==> src/rtl/passcode_entry_pkg.sv <==
// Shared alarm-system types: the alarm FSM state seen by passcode_entry and
// the entry FSM state encoding.
package passcode_entry_pkg;

  typedef enum logic [1:0] {
    STATE_IDLE    = 2'd0,
    STATE_SET     = 2'd1,
    STATE_TRIGGER = 2'd2,
    STATE_ALERT   = 2'd3
  } fsm_state_t;

  typedef enum logic [2:0] {
    E_OFF     = 3'd0,
    E_COLLECT = 3'd1,
    E_CHECK   = 3'd2,
    E_MATCH   = 3'd3,
    E_LOCKED  = 3'd4
  } entry_state_t;

  // Code entry is only meaningful while the alarm is set or already triggered.
  function automatic logic is_armed(input fsm_state_t s);
    return (s == STATE_SET) || (s == STATE_TRIGGER);
  endfunction

endpackage

==> src/rtl/passcode_entry_if.sv <==
// Bus between the board/alarm FSM (master) and passcode_entry (slave).
interface passcode_entry_if #(
  parameter int DIGIT_W = 4
) ();
  import passcode_entry_pkg::*;

  logic               btn2;
  logic [DIGIT_W-1:0] sw_digit;
  fsm_state_t         system_state;
  logic               passcode_correct;
  logic               passcode_wrong;
  logic [2:0]         digit_count;
  logic               locked;

  modport master (
    output btn2, sw_digit, system_state,
    input  passcode_correct, passcode_wrong, digit_count, locked
  );

  modport slave (
    input  btn2, sw_digit, system_state,
    output passcode_correct, passcode_wrong, digit_count, locked
  );

endinterface

==> src/rtl/passcode_entry_btn_debounce.sv <==
// Active-low push-button conditioner: 2-FF synchroniser, stability counter and
// a one-cycle pulse on each debounced press (1->0 transition).
module btn_debounce #(
  parameter int DEBOUNCE_CYCLES = 50000
) (
  input  logic clk,
  input  logic rst,
  input  logic btn_n,
  output logic press
);

  localparam int CW = $clog2(DEBOUNCE_CYCLES + 1);

  logic          sync1;
  logic          sync2;
  logic          level;
  logic [CW-1:0] cnt;

  // Idle level is released (high) so reset never produces a spurious press.
  always_ff @(posedge clk or posedge rst) begin
    if (rst) begin
      sync1 <= 1'b1;
      sync2 <= 1'b1;
      level <= 1'b1;
      cnt   <= '0;
      press <= 1'b0;
    end else begin
      sync1 <= btn_n;
      sync2 <= sync1;
      press <= 1'b0;
      if (sync2 == level) begin
        cnt <= '0;
      end else if (cnt == CW'(DEBOUNCE_CYCLES - 1)) begin
        level <= sync2;
        cnt   <= '0;
        press <= ~sync2;
      end else begin
        cnt <= cnt + CW'(1);
      end
    end
  end

endmodule

==> src/rtl/passcode_entry.sv <==
// Passcode entry stage of the alarm: collects digits, compares with CODE and
// reports correct/wrong. Define PASSCODE_LOCKOUT_EN to enable the wrong-attempt lockout.
module passcode_entry
  import passcode_entry_pkg::*;
#(
  parameter int NUM_DIGITS      = 4,
  parameter int DIGIT_W         = 4,
  parameter logic [NUM_DIGITS*DIGIT_W-1:0] CODE = 16'h1234,
  parameter int DEBOUNCE_CYCLES = 50000,
  parameter int MAX_ATTEMPTS    = 3,
  parameter int LOCKOUT_CYCLES  = 500000000
) (
  input  logic clk,
  input  logic rst,
  passcode_entry_if.slave bus
);

  localparam int BW = NUM_DIGITS * DIGIT_W;

  localparam logic [2:0] ST_OFF     = E_OFF;
  localparam logic [2:0] ST_COLLECT = E_COLLECT;
  localparam logic [2:0] ST_CHECK   = E_CHECK;
  localparam logic [2:0] ST_MATCH   = E_MATCH;
  localparam logic [2:0] ST_LOCKED  = E_LOCKED;

  if (NUM_DIGITS < 1 || NUM_DIGITS > 7 || MAX_ATTEMPTS < 1 || LOCKOUT_CYCLES < 1) begin : g_param_check
    $error("passcode_entry: parameter out of range");
  end

  logic          press;
  logic          armed;
  logic          state_chg;
  logic          check_ok;
  logic          check_bad;
  logic          lock_hit;
  logic          lock_done;
  logic [2:0]    state_q;
  logic [BW-1:0] buffer_q;
  logic [2:0]    count_q;
  logic          wrong_q;
  fsm_state_t    prev_state_q;

  btn_debounce #(
    .DEBOUNCE_CYCLES(DEBOUNCE_CYCLES)
  ) u_btn2_debounce (
    .clk  (clk),
    .rst  (rst),
    .btn_n(bus.btn2),
    .press(press)
  );

  assign armed     = is_armed(bus.system_state);
  assign state_chg = (bus.system_state != prev_state_q);
  assign check_ok  = (state_q == ST_CHECK) && armed && !state_chg && (buffer_q == CODE);
  assign check_bad = (state_q == ST_CHECK) && armed && !state_chg && (buffer_q != CODE);

  // A lockout ignores arming and state changes; every other state is flushed by them.
  always_ff @(posedge clk or posedge rst) begin
    if (rst) begin
      state_q      <= ST_OFF;
      buffer_q     <= '0;
      count_q      <= '0;
      wrong_q      <= 1'b0;
      prev_state_q <= STATE_IDLE;
    end else begin
      prev_state_q <= bus.system_state;
      wrong_q      <= 1'b0;
      if (state_q == ST_LOCKED) begin
        if (lock_done) state_q <= armed ? ST_COLLECT : ST_OFF;
      end else if (!armed || state_chg) begin
        state_q  <= ST_OFF;
        buffer_q <= '0;
        count_q  <= '0;
      end else begin
        case (state_q)
          ST_OFF: state_q <= ST_COLLECT;
          ST_COLLECT: begin
            if (press) begin
              buffer_q <= BW'({buffer_q, bus.sw_digit});
              count_q  <= count_q + 3'd1;
              if (count_q == 3'(NUM_DIGITS - 1)) state_q <= ST_CHECK;
            end
          end
          ST_CHECK: begin
            if (check_ok) begin
              state_q <= ST_MATCH;
            end else begin
              buffer_q <= '0;
              count_q  <= '0;
              wrong_q  <= 1'b1;
              state_q  <= lock_hit ? ST_LOCKED : ST_COLLECT;
            end
          end
          ST_MATCH: state_q <= ST_MATCH;
          default:  state_q <= ST_OFF;
        endcase
      end
    end
  end

`ifdef PASSCODE_LOCKOUT_EN
  localparam int AW = $clog2(MAX_ATTEMPTS + 1);
  localparam int TW = $clog2(LOCKOUT_CYCLES + 1);

  logic [AW-1:0] attempts_q;
  logic [TW-1:0] lock_timer_q;

  assign lock_hit  = (attempts_q == AW'(MAX_ATTEMPTS - 1));
  assign lock_done = (state_q == ST_LOCKED) && (lock_timer_q == TW'(LOCKOUT_CYCLES - 1));

  // Attempts and timer deliberately survive alarm state changes; only rst clears them early.
  always_ff @(posedge clk or posedge rst) begin
    if (rst) begin
      attempts_q   <= '0;
      lock_timer_q <= '0;
    end else begin
      if (check_ok || lock_done) attempts_q <= '0;
      else if (check_bad)        attempts_q <= attempts_q + AW'(1);
      if (state_q == ST_LOCKED && !lock_done) lock_timer_q <= lock_timer_q + TW'(1);
      else                                    lock_timer_q <= '0;
    end
  end

  assign bus.locked = (state_q == ST_LOCKED);
`else
  assign lock_hit   = 1'b0;
  assign lock_done  = 1'b0;
  assign bus.locked = 1'b0;
`endif

  assign bus.passcode_correct = (state_q == ST_MATCH);
  assign bus.passcode_wrong   = wrong_q;
  assign bus.digit_count      = count_q;

endmodule
==> src/flat_wrapper.sv <==
// flat-port wrapper written by rule: the top's interface ports become plain ports
module passcode_entry_flat import passcode_entry_pkg::*;
#(
  parameter int NUM_DIGITS      = 4,
  parameter int DIGIT_W         = 4,
  parameter logic [NUM_DIGITS*DIGIT_W-1:0] CODE = 16'h1234,
  parameter int DEBOUNCE_CYCLES = 50000,
  parameter int MAX_ATTEMPTS    = 3,
  parameter int LOCKOUT_CYCLES  = 500000000
)
  (clk, rst, bus_btn2, bus_sw_digit, bus_system_state, bus_passcode_correct, bus_passcode_wrong, bus_digit_count, bus_locked);
  passcode_entry_if #(.DIGIT_W(DIGIT_W)) bus_i ();
  input  logic clk;
  input  logic rst;
  input wire logic [$bits(bus_i.btn2)-1:0] bus_btn2;
  input wire logic [$bits(bus_i.sw_digit)-1:0] bus_sw_digit;
  input wire logic [$bits(bus_i.system_state)-1:0] bus_system_state;
  output wire logic [$bits(bus_i.passcode_correct)-1:0] bus_passcode_correct;
  output wire logic [$bits(bus_i.passcode_wrong)-1:0] bus_passcode_wrong;
  output wire logic [$bits(bus_i.digit_count)-1:0] bus_digit_count;
  output wire logic [$bits(bus_i.locked)-1:0] bus_locked;
  assign bus_i.btn2 = bus_btn2;
  assign bus_i.sw_digit = bus_sw_digit;
  assign bus_i.system_state = bus_system_state;
  assign bus_passcode_correct = bus_i.passcode_correct;
  assign bus_passcode_wrong = bus_i.passcode_wrong;
  assign bus_digit_count = bus_i.digit_count;
  assign bus_locked = bus_i.locked;
  passcode_entry #(.NUM_DIGITS(NUM_DIGITS), .DIGIT_W(DIGIT_W), .CODE(CODE), .DEBOUNCE_CYCLES(DEBOUNCE_CYCLES), .MAX_ATTEMPTS(MAX_ATTEMPTS), .LOCKOUT_CYCLES(LOCKOUT_CYCLES)) u_core (.clk(clk), .rst(rst), .bus(bus_i));
endmodule
==> config.mk <==
export PLATFORM = sky130hd
export DESIGN_NAME = passcode_entry_flat
export DESIGN_NICKNAME = d
export VERILOG_FILES = /design/src/rtl/passcode_entry_pkg.sv /design/src/rtl/passcode_entry_if.sv /design/src/rtl/passcode_entry_btn_debounce.sv /design/src/rtl/passcode_entry.sv /design/src/flat_wrapper.sv
export SDC_FILE = /design/constraint.sdc
export NUM_CORES = 1
export LEC_CHECK = 0
export ABC_CLOCK_PERIOD_IN_PS = 1600
export CORE_MARGIN = 3
export CORE_UTILIZATION = 52
export CTS_CLUSTER_SIZE = 10
export DETAILED_ROUTE_END_ITERATION = 12
export GPL_TIMING_DRIVEN = 1
export PLACE_DENSITY = 0.74
export REMOVE_ABC_BUFFERS = 1
export SLEW_MARGIN = 20
export SYNTH_ARGS = -nofsm -noshare
export SYNTH_HDL_FRONTEND = slang
export SYNTH_HIERARCHICAL = 1
export SYNTH_SLANG_ARGS = --single-unit
==> constraint.sdc <==
create_clock -name clk -period 1.6 [get_ports clk]
set_input_delay 0.24 -clock clk [delete_from_list [all_inputs] [get_ports clk]]
set_output_delay 0.24 -clock clk [all_outputs]
set_load 0.01 [all_outputs]
==> impl_metrics.ini <==
[cells_and_area]
final_common_cell = dfrtp_1
synthToLayoutAreaGrowth_pct = 25.0
drive_gt1_frac = 0.359
fillers = 279
utilization = 0.679
num_antenna_cells = 0
mostFrequentLayoutCells = dfrtp_1 (41), buf_4 (22), nor2_2 (12)
stdcell_area_um2 = 2760
final_nets = 235

[synth]
yosys_warnings = 6
postSynthCellCount = 179
yosysTopAreaCell = dfrtp_1
yosysSeqAreaShare = 0.501
yosysUniqueCellTypes = 48
ys_ff_latch = 44
synthTopCellsByArea = dfrtp_1 (47%), a22o_1 (4.0%), ha_1 (4.0%)
synth_top_area_frac = 0.465
synth_enable_flop_cells = 0
synth_area_per_cell_um2 = 12.3
syn_area_um2 = 2200
yosys_most_used_dff = dfrtp_1
ys_async_sr_fraction = 1.00

[critical_path]
reg2reg_from = u_core/buffer_q[11]
cp-startpoint = u_core/buffer_q[11]
criticalPathCategory = reg -> reg
crit_path_start_kind = flip-flop
cp.arrival_ns = 1.97
required_ns = 1.84
end_kind = flip-flop
crit_path_max_fanout = 5

[pwr]
power_mw = 2.09
max-vdd-ir-drop_uv = 451
p_leak_nw = 1.18
power_density_nw_per_um2 = 757
switching_power_mw = 0.512
sw_frac_of_total = 0.245
pwr-share-seq = 0.559
p_comb_frac = 0.086
internal_power_mw = 1.58
p_clk_frac = 0.355

[cts]
root_buffer = clkbuf_8
clockBufferDepth = 2
cts_buffers = 5
cts_tree = yes
clock_latency_ns = 0.30
clkTransAtPathRegs_ns = 0.09
clock_sinks = 44
htreeDepth = 2

[sta]
whs_ns = 0.272
min_period_ns = 1.73
fmax_ghz = 0.576
setup_ws_ns = -0.135
hold_violations = 0
fin_worst_skew_ns = 0.00891
timing.final.max_slew_violations = 0
period_share = 1.08
setup_viol = 16
grt_setup_unrepaired = true

[route]
drt-wirelength-per-cell_um = 17.3
via_count = 1557
drcViolationCount = 0
first_pass_iters = 4
ant_nets = 0
routed_wl_mm = 4.66
first_iter_violations = 95
vias_per_cell = 5.77

[hold_path]
hold_path_class = in -> async

[global_routing]
antenna_found_initial = 0
overflow = 0
grt_max_degree = 25
grt_pass1_vias = 1587
grt_pass1_wl_mm = 7.69
grt_usage = 0.191

[floorplanning]
fp.dieH_um = 71.1
fp-row-count = 23
initial_core_util = 0.543
die-area_um2 = 5060
io-pin-count = 15
dieWidth_um = 71.1
core-area_um2 = 4060

[outcome]
violations = setup timing
status = finished with violations

[placement]
io_buffers = 13
place_congestion = 0.835
dp_hpwl_mm = 3.02
pre_cts_ws_ns = -0.334
dpl-instance-area_um2 = 2490

[flow_run]
max_cap_viol_count = 0
-- kinds of logic after synthesis --
group	share of synthesized area
other	0.00170
xor gates and xnor gates	0.0596
adders and majority gates	0.0397
and+or+nand+nor	0.236
muxes	0.00681
DFF	0.501
buffers and inverters	0.0465
AOI/OAI and AO/OA	0.108
-- synth_stat cells, drive strengths merged (2+ instances only) --
cell / count
xor2: 6
a221o: 5
o21ai: 3
nand3: 8
xnor2: 9
and3: 4
ha: 7
nor4b: 3
a31oi: 2
dfstp: 3
nand4: 7
nand4bb: 2
a22o: 11
nor3: 2
inv: 9
or4b: 2
and4bb: 2
nor4: 4
buf: 7
dfrtp: 41
nor2: 20
nand2: 8
-- per-layer routing --
layer	track usage	share of wire
met3	0.0540	0.052
met4	0.0605	0.016
met1	0.258	0.46
met5	0	0
met2	0.301	0.47
-- critical path, stage by stage, from the launching register on --
cell	delay, ns
dfrtp_1	0.39
or4b_4	0.55
nor4_4	0.34
and3_4	0.28
a221o_1	0.11
-- power by group through the flow --
stage | registers (mW) | logic, mW | clock network [mW]
6_report | 1.17 | 0.180 | 0.740
5_1_grt | 1.17 | 0.198 | 0.788
3_3_place_gp | 1.18 | 0.158 | 0
4_1_cts | 1.16 | 0.173 | 0.740
3_5_place_dp | 1.18 | 0.166 | 0
2_1_floorplan | 1.19 | 0.0778 | 0
-- sequential cells by signal, summed over array words and instances (netlist names) --
register and count:
u_core/u_btn2_debounce/press 1, u_core/prev_state_q 2, u_core/u_btn2_debounce/level 1, u_core/bus.digit_count 3, u_core/state_q 2, u_core/u_btn2_debounce/cnt 16, u_core/u_btn2_debounce/sync1 1, u_core/buffer_q 16
u_core/u_btn2_debounce/sync2 1, u_core/bus.passcode_wrong 1
-- path summary, 6_finish.rpt --
| kind | to | slack [ns] | depth (start not counted) |
|---|---|---|---|
| max | u_core/buffer_q[4] | -0.13 | 4 |
| min | u_core/u_btn2_debounce/press | 0.27 | 3 |
| max in group asynchronous | u_core/buffer_q[5] | 1.05 | 3 |
| max reg2reg | u_core/buffer_q[4] | -0.13 | 4 |
| min in group clk | u_core/prev_state_q[0] | 0.27 | 1 |
| min reg2reg | u_core/u_btn2_debounce/sync2 | 0.36 | 0 |
-- area by class of cell --
class / instances / area, um2 / share of cell area
multi-input combinational: 119 / 1090 / 0.396
inverter: 9 / 33.8 / 0.0123
timing repair buffer: 40 / 368 / 0.134
clock inverter: 1 / 7.51 / 0.00272
tap: 50 / 62.6 / 0.0227
sequential: 44 / 1100 / 0.401
clock buffer: 7 / 86.3 / 0.0313
-- through the flow --
step                      TNS [ns]  cells
after global routing         -2.27    270
after global placement       -4.43    252
after floorplan              -4.09    171
after detailed placement     -5.56    252
after CTS                    -1.03    268
final                        -1.34    270
-- repair_timing --
action                     in CTS  in global routing
hold buffers                    0                  0
resized for setup              22                  8
setup endpoints to repair      21                 36
cloned                          3                  1
pin swaps                       6                  2
setup buffers                   5                  1
No activity file was read; power rests on OpenSTA's default activity.
==> RTL change (same settings) <==
Encoding of `fsm_state_t`: now Gray code (2 bits for 4 states).
--- a/src/rtl/passcode_entry_pkg.sv
+++ b/src/rtl/passcode_entry_pkg.sv
@@ -3,10 +3,10 @@
 package passcode_entry_pkg;
 
   typedef enum logic [1:0] {
-    STATE_IDLE    = 2'd0,
-    STATE_SET     = 2'd1,
-    STATE_TRIGGER = 2'd2,
-    STATE_ALERT   = 2'd3
+    STATE_IDLE    = 2'b00,
+    STATE_SET     = 2'b01,
+    STATE_TRIGGER = 2'b11,
+    STATE_ALERT   = 2'b10
   } fsm_state_t;
 
   typedef enum logic [2:0] {
Behaviour: no difference found for any inputs over 10 cycles, from zero or initial values and one cycle with rst high; not proved beyond that.
==> RTL change against the original RTL <==
- the flow still finishes with violations (setup timing)
- routed wire length grew 5.8%
- clock power rose by 14%
- power up 3.5%
- die area shrank 2.6%
- via count is 2.6% higher
- worst hold slack got worse by 0.016 ns
- critical path type unchanged
- count of clock-buffer cells in the layout is 1 lower
- largest cell class unchanged
- sequential cell count did not move
- core utilization increased by 3.3 points
- first-iteration DRC count is 11% lower
- final area decreased by 1.2%
- worst setup slack worse by 0.11 ns
- combinational power shrank 5%
- synthesized area shrank 2.8%
==> RTL change: results (changes against the original RTL) <==
- The number of remaining DRC errors came to 0 (unchanged).
- The worst-case setup margin in the final layout came to -0.240 ns (was -0.135 ns).
- The via count of the first global-routing pass came to 1658 (was 1587).
- The total negative slack for setup checks is -2.14 ns (was -1.34 ns).
- The per-instance average area after synthesis was 12.2 sq um (was 12.3 sq um).
- The clock insertion delay at the later pin of the skew report is 0.30 ns (about the same).
- The half-perimeter wire length after detailed placement came to 3.23 mm (was 3.02 mm).
- The worst slack at placement is -0.270 ns (was -0.334 ns).
- The count of cell types in the netlist is 44 (was 48).
- The via total after detailed routing is 1597 (was 1557).
- The global-route wire length before repair was 8.30 mm (was 7.69 mm).
- The number of nets in the finished design came to 237 (was 235).
- The number of endpoints failing setup at the final stage was 10 (was 16).
- The total routing usage reported by global routing was 21.6% (was 19.1%).
- The share of layout cells above drive strength 1 is 36.5% (was 35.9%).
- The leading register cell type out of synthesis was sky130_fd_sc_hd__dfrtp_1 (unchanged).
- The count of placed standard cells including taps is 256 (was 252).
- Top post-synthesis cells by area: sky130_fd_sc_hd__dfrtp_1 (48%), sky130_fd_sc_hd__a22o_1 (5.3%), sky130_fd_sc_hd__ha_1 (4.1%) (was sky130_fd_sc_hd__dfrtp_1 (47%), sky130_fd_sc_hd__a22o_1 (4.0%), sky130_fd_sc_hd__ha_1 (4.0%)).
- The capture instance of the worst register-to-register path is u_core/bus.digit_count[0] (was u_core/buffer_q[4]).
- The post-CTS clock slew at the launch and capture registers of the worst setup and hold paths is 0.09 ns (about the same).
- The async set-reset flop share out of synthesis is 100% (unchanged).
- The leakage dissipation is 1.22 nW (was 1.18 nW).
- The placer's final routability congestion estimate is 0.839 (was 0.835).
- The mean routed wirelength per cell is 18.3 microns (was 17.3 microns).
- Violations in the final reports: setup timing (unchanged).
- The data arrival at the endpoint of the critical path was 2.09 ns (was 1.97 ns).
- The highest fanout seen on the critical path came to 4 (was 5).
- The total inserted antenna cells is 0 (unchanged).
- The reg-to-reg critical path startpoint was u_core/buffer_q[13] (was u_core/buffer_q[11]).
- The final setup skew is 0.00911 ns (was 0.00891 ns).
- Most frequent cells after synthesis: sky130_fd_sc_hd__dfrtp_1 (41), sky130_fd_sc_hd__a22o_1 (13), sky130_fd_sc_hd__nor2_2 (11) (was sky130_fd_sc_hd__dfrtp_1 (41), sky130_fd_sc_hd__nor2_2 (11), sky130_fd_sc_hd__a22o_1 (10)).
- The share of synthesized area occupied by flip-flops and latches is 51.6% (was 50.1%).
- The maximum ir drop on the vdd rail is 0.580 mV (was 0.451 mV).
- Run status: finished with violations (unchanged).
- The warning count from the yosys run is 6 (unchanged).
- The switching part of the total came to 22.6% (was 24.5%).
- The initial DRC count is 85 (was 95).
RTL change: cell count changes after synthesis, sizes merged, moves of 2 or more:
cell / delta
inv: -2
a211oi: +2
nand2: -2
nand4bb: -2
a22o: +2
a31oi: -2
o21ai: -3
RTL change: what timing repair did:
| item | CTS | global route |
|---|---|---|
| cloned | 1 | 0 |
| pin swaps | 1 | 15 |
| hold endpoints to repair | 0 | 0 |
| setup endpoints to repair | 19 | 22 |
| gates resized for setup | 10 | 13 |
| setup buffers | 3 | 3 |
RTL change: worst max-delay path by stage:
| stage | slack, ns | start | to |
|---|---|---|---|
| after CTS | -0.20 | u_core/buffer_q[14] | u_core/state_q[1] |
| after detailed placement | -0.27 | bus_system_state[1] | u_core/buffer_q[7] |
| after global placement | -0.17 | bus_system_state[1] | u_core/buffer_q[5] |
| after global routing | -0.31 | u_core/buffer_q[13] | u_core/buffer_q[5] |
| final | -0.24 | u_core/buffer_q[13] | u_core/bus.digit_count[0] |
| after floorplan | -0.26 | u_core/state_q[1] | u_core/bus.digit_count[0] |
RTL change: worst register-to-register path, delay by kind of cell, from the launching register on:
kind               cells  cell delay, ns
and+or+nand+nor        2            0.99
DFF                    1            0.39
muxes                  1            0.15
AOI/OAI and AO/OA      1            0.26
RTL change: cell families after synthesis:
| group | count (synthesis) | share of synthesized area [%] |
|---|---|---|
| fa+ha+maj | 7 | 4.09 |
| buf+inv | 16 | 4.32 |
| simple gates | 65 | 21.7 |
| xor+xnor | 17 | 6.95 |
| other cells | 1 | 0.175 |
| compound gates | 23 | 9.93 |
| mux | 2 | 1.23 |
| flops | 44 | 51.6 |
RTL change: power groups by stage:
stage                     logic [mW]  clock network, mW  registers, mW
after floorplan               0.0627                  0           1.16
after detailed placement       0.140                  0           1.16
after global routing           0.185              0.906           1.14
final                          0.171              0.845           1.14
after global placement         0.128                  0           1.16
after CTS                      0.158              0.863           1.14
RTL change: final cells by class:
cell class	count	area [sq um]
clock buffer	6	72.6
clock inverter	2	35.0
fill	253	1100
inverter	7	28.8
multi-input combinational	115	1000
sequential	44	1110
tap	48	60.1
timing repair buffer	48	419
RTL change: metal layers:
metal	vias to the layer above	routed length, microns	global-route usage, %
met5	-	0	0
met4	0	90	8.09
met3	10	243	6.33
met2	56	2540	34.7
met1	814	2060	27.5
li1	717	-	-
RTL change: metrics by stage:
stage / hold slack (ns) / cell area, sq um / util [%]
6_report: 0.256 / 2720 / 71.2
5_1_grt: 0.306 / 2720 / 71.2
4_1_cts: 0.261 / 2670 / 69.8
3_5_place_dp: 0.359 / 2500 / 65.2
3_3_place_gp: 0.350 / 2500 / 65.2
2_1_floorplan: 0.202 / 2080 / -
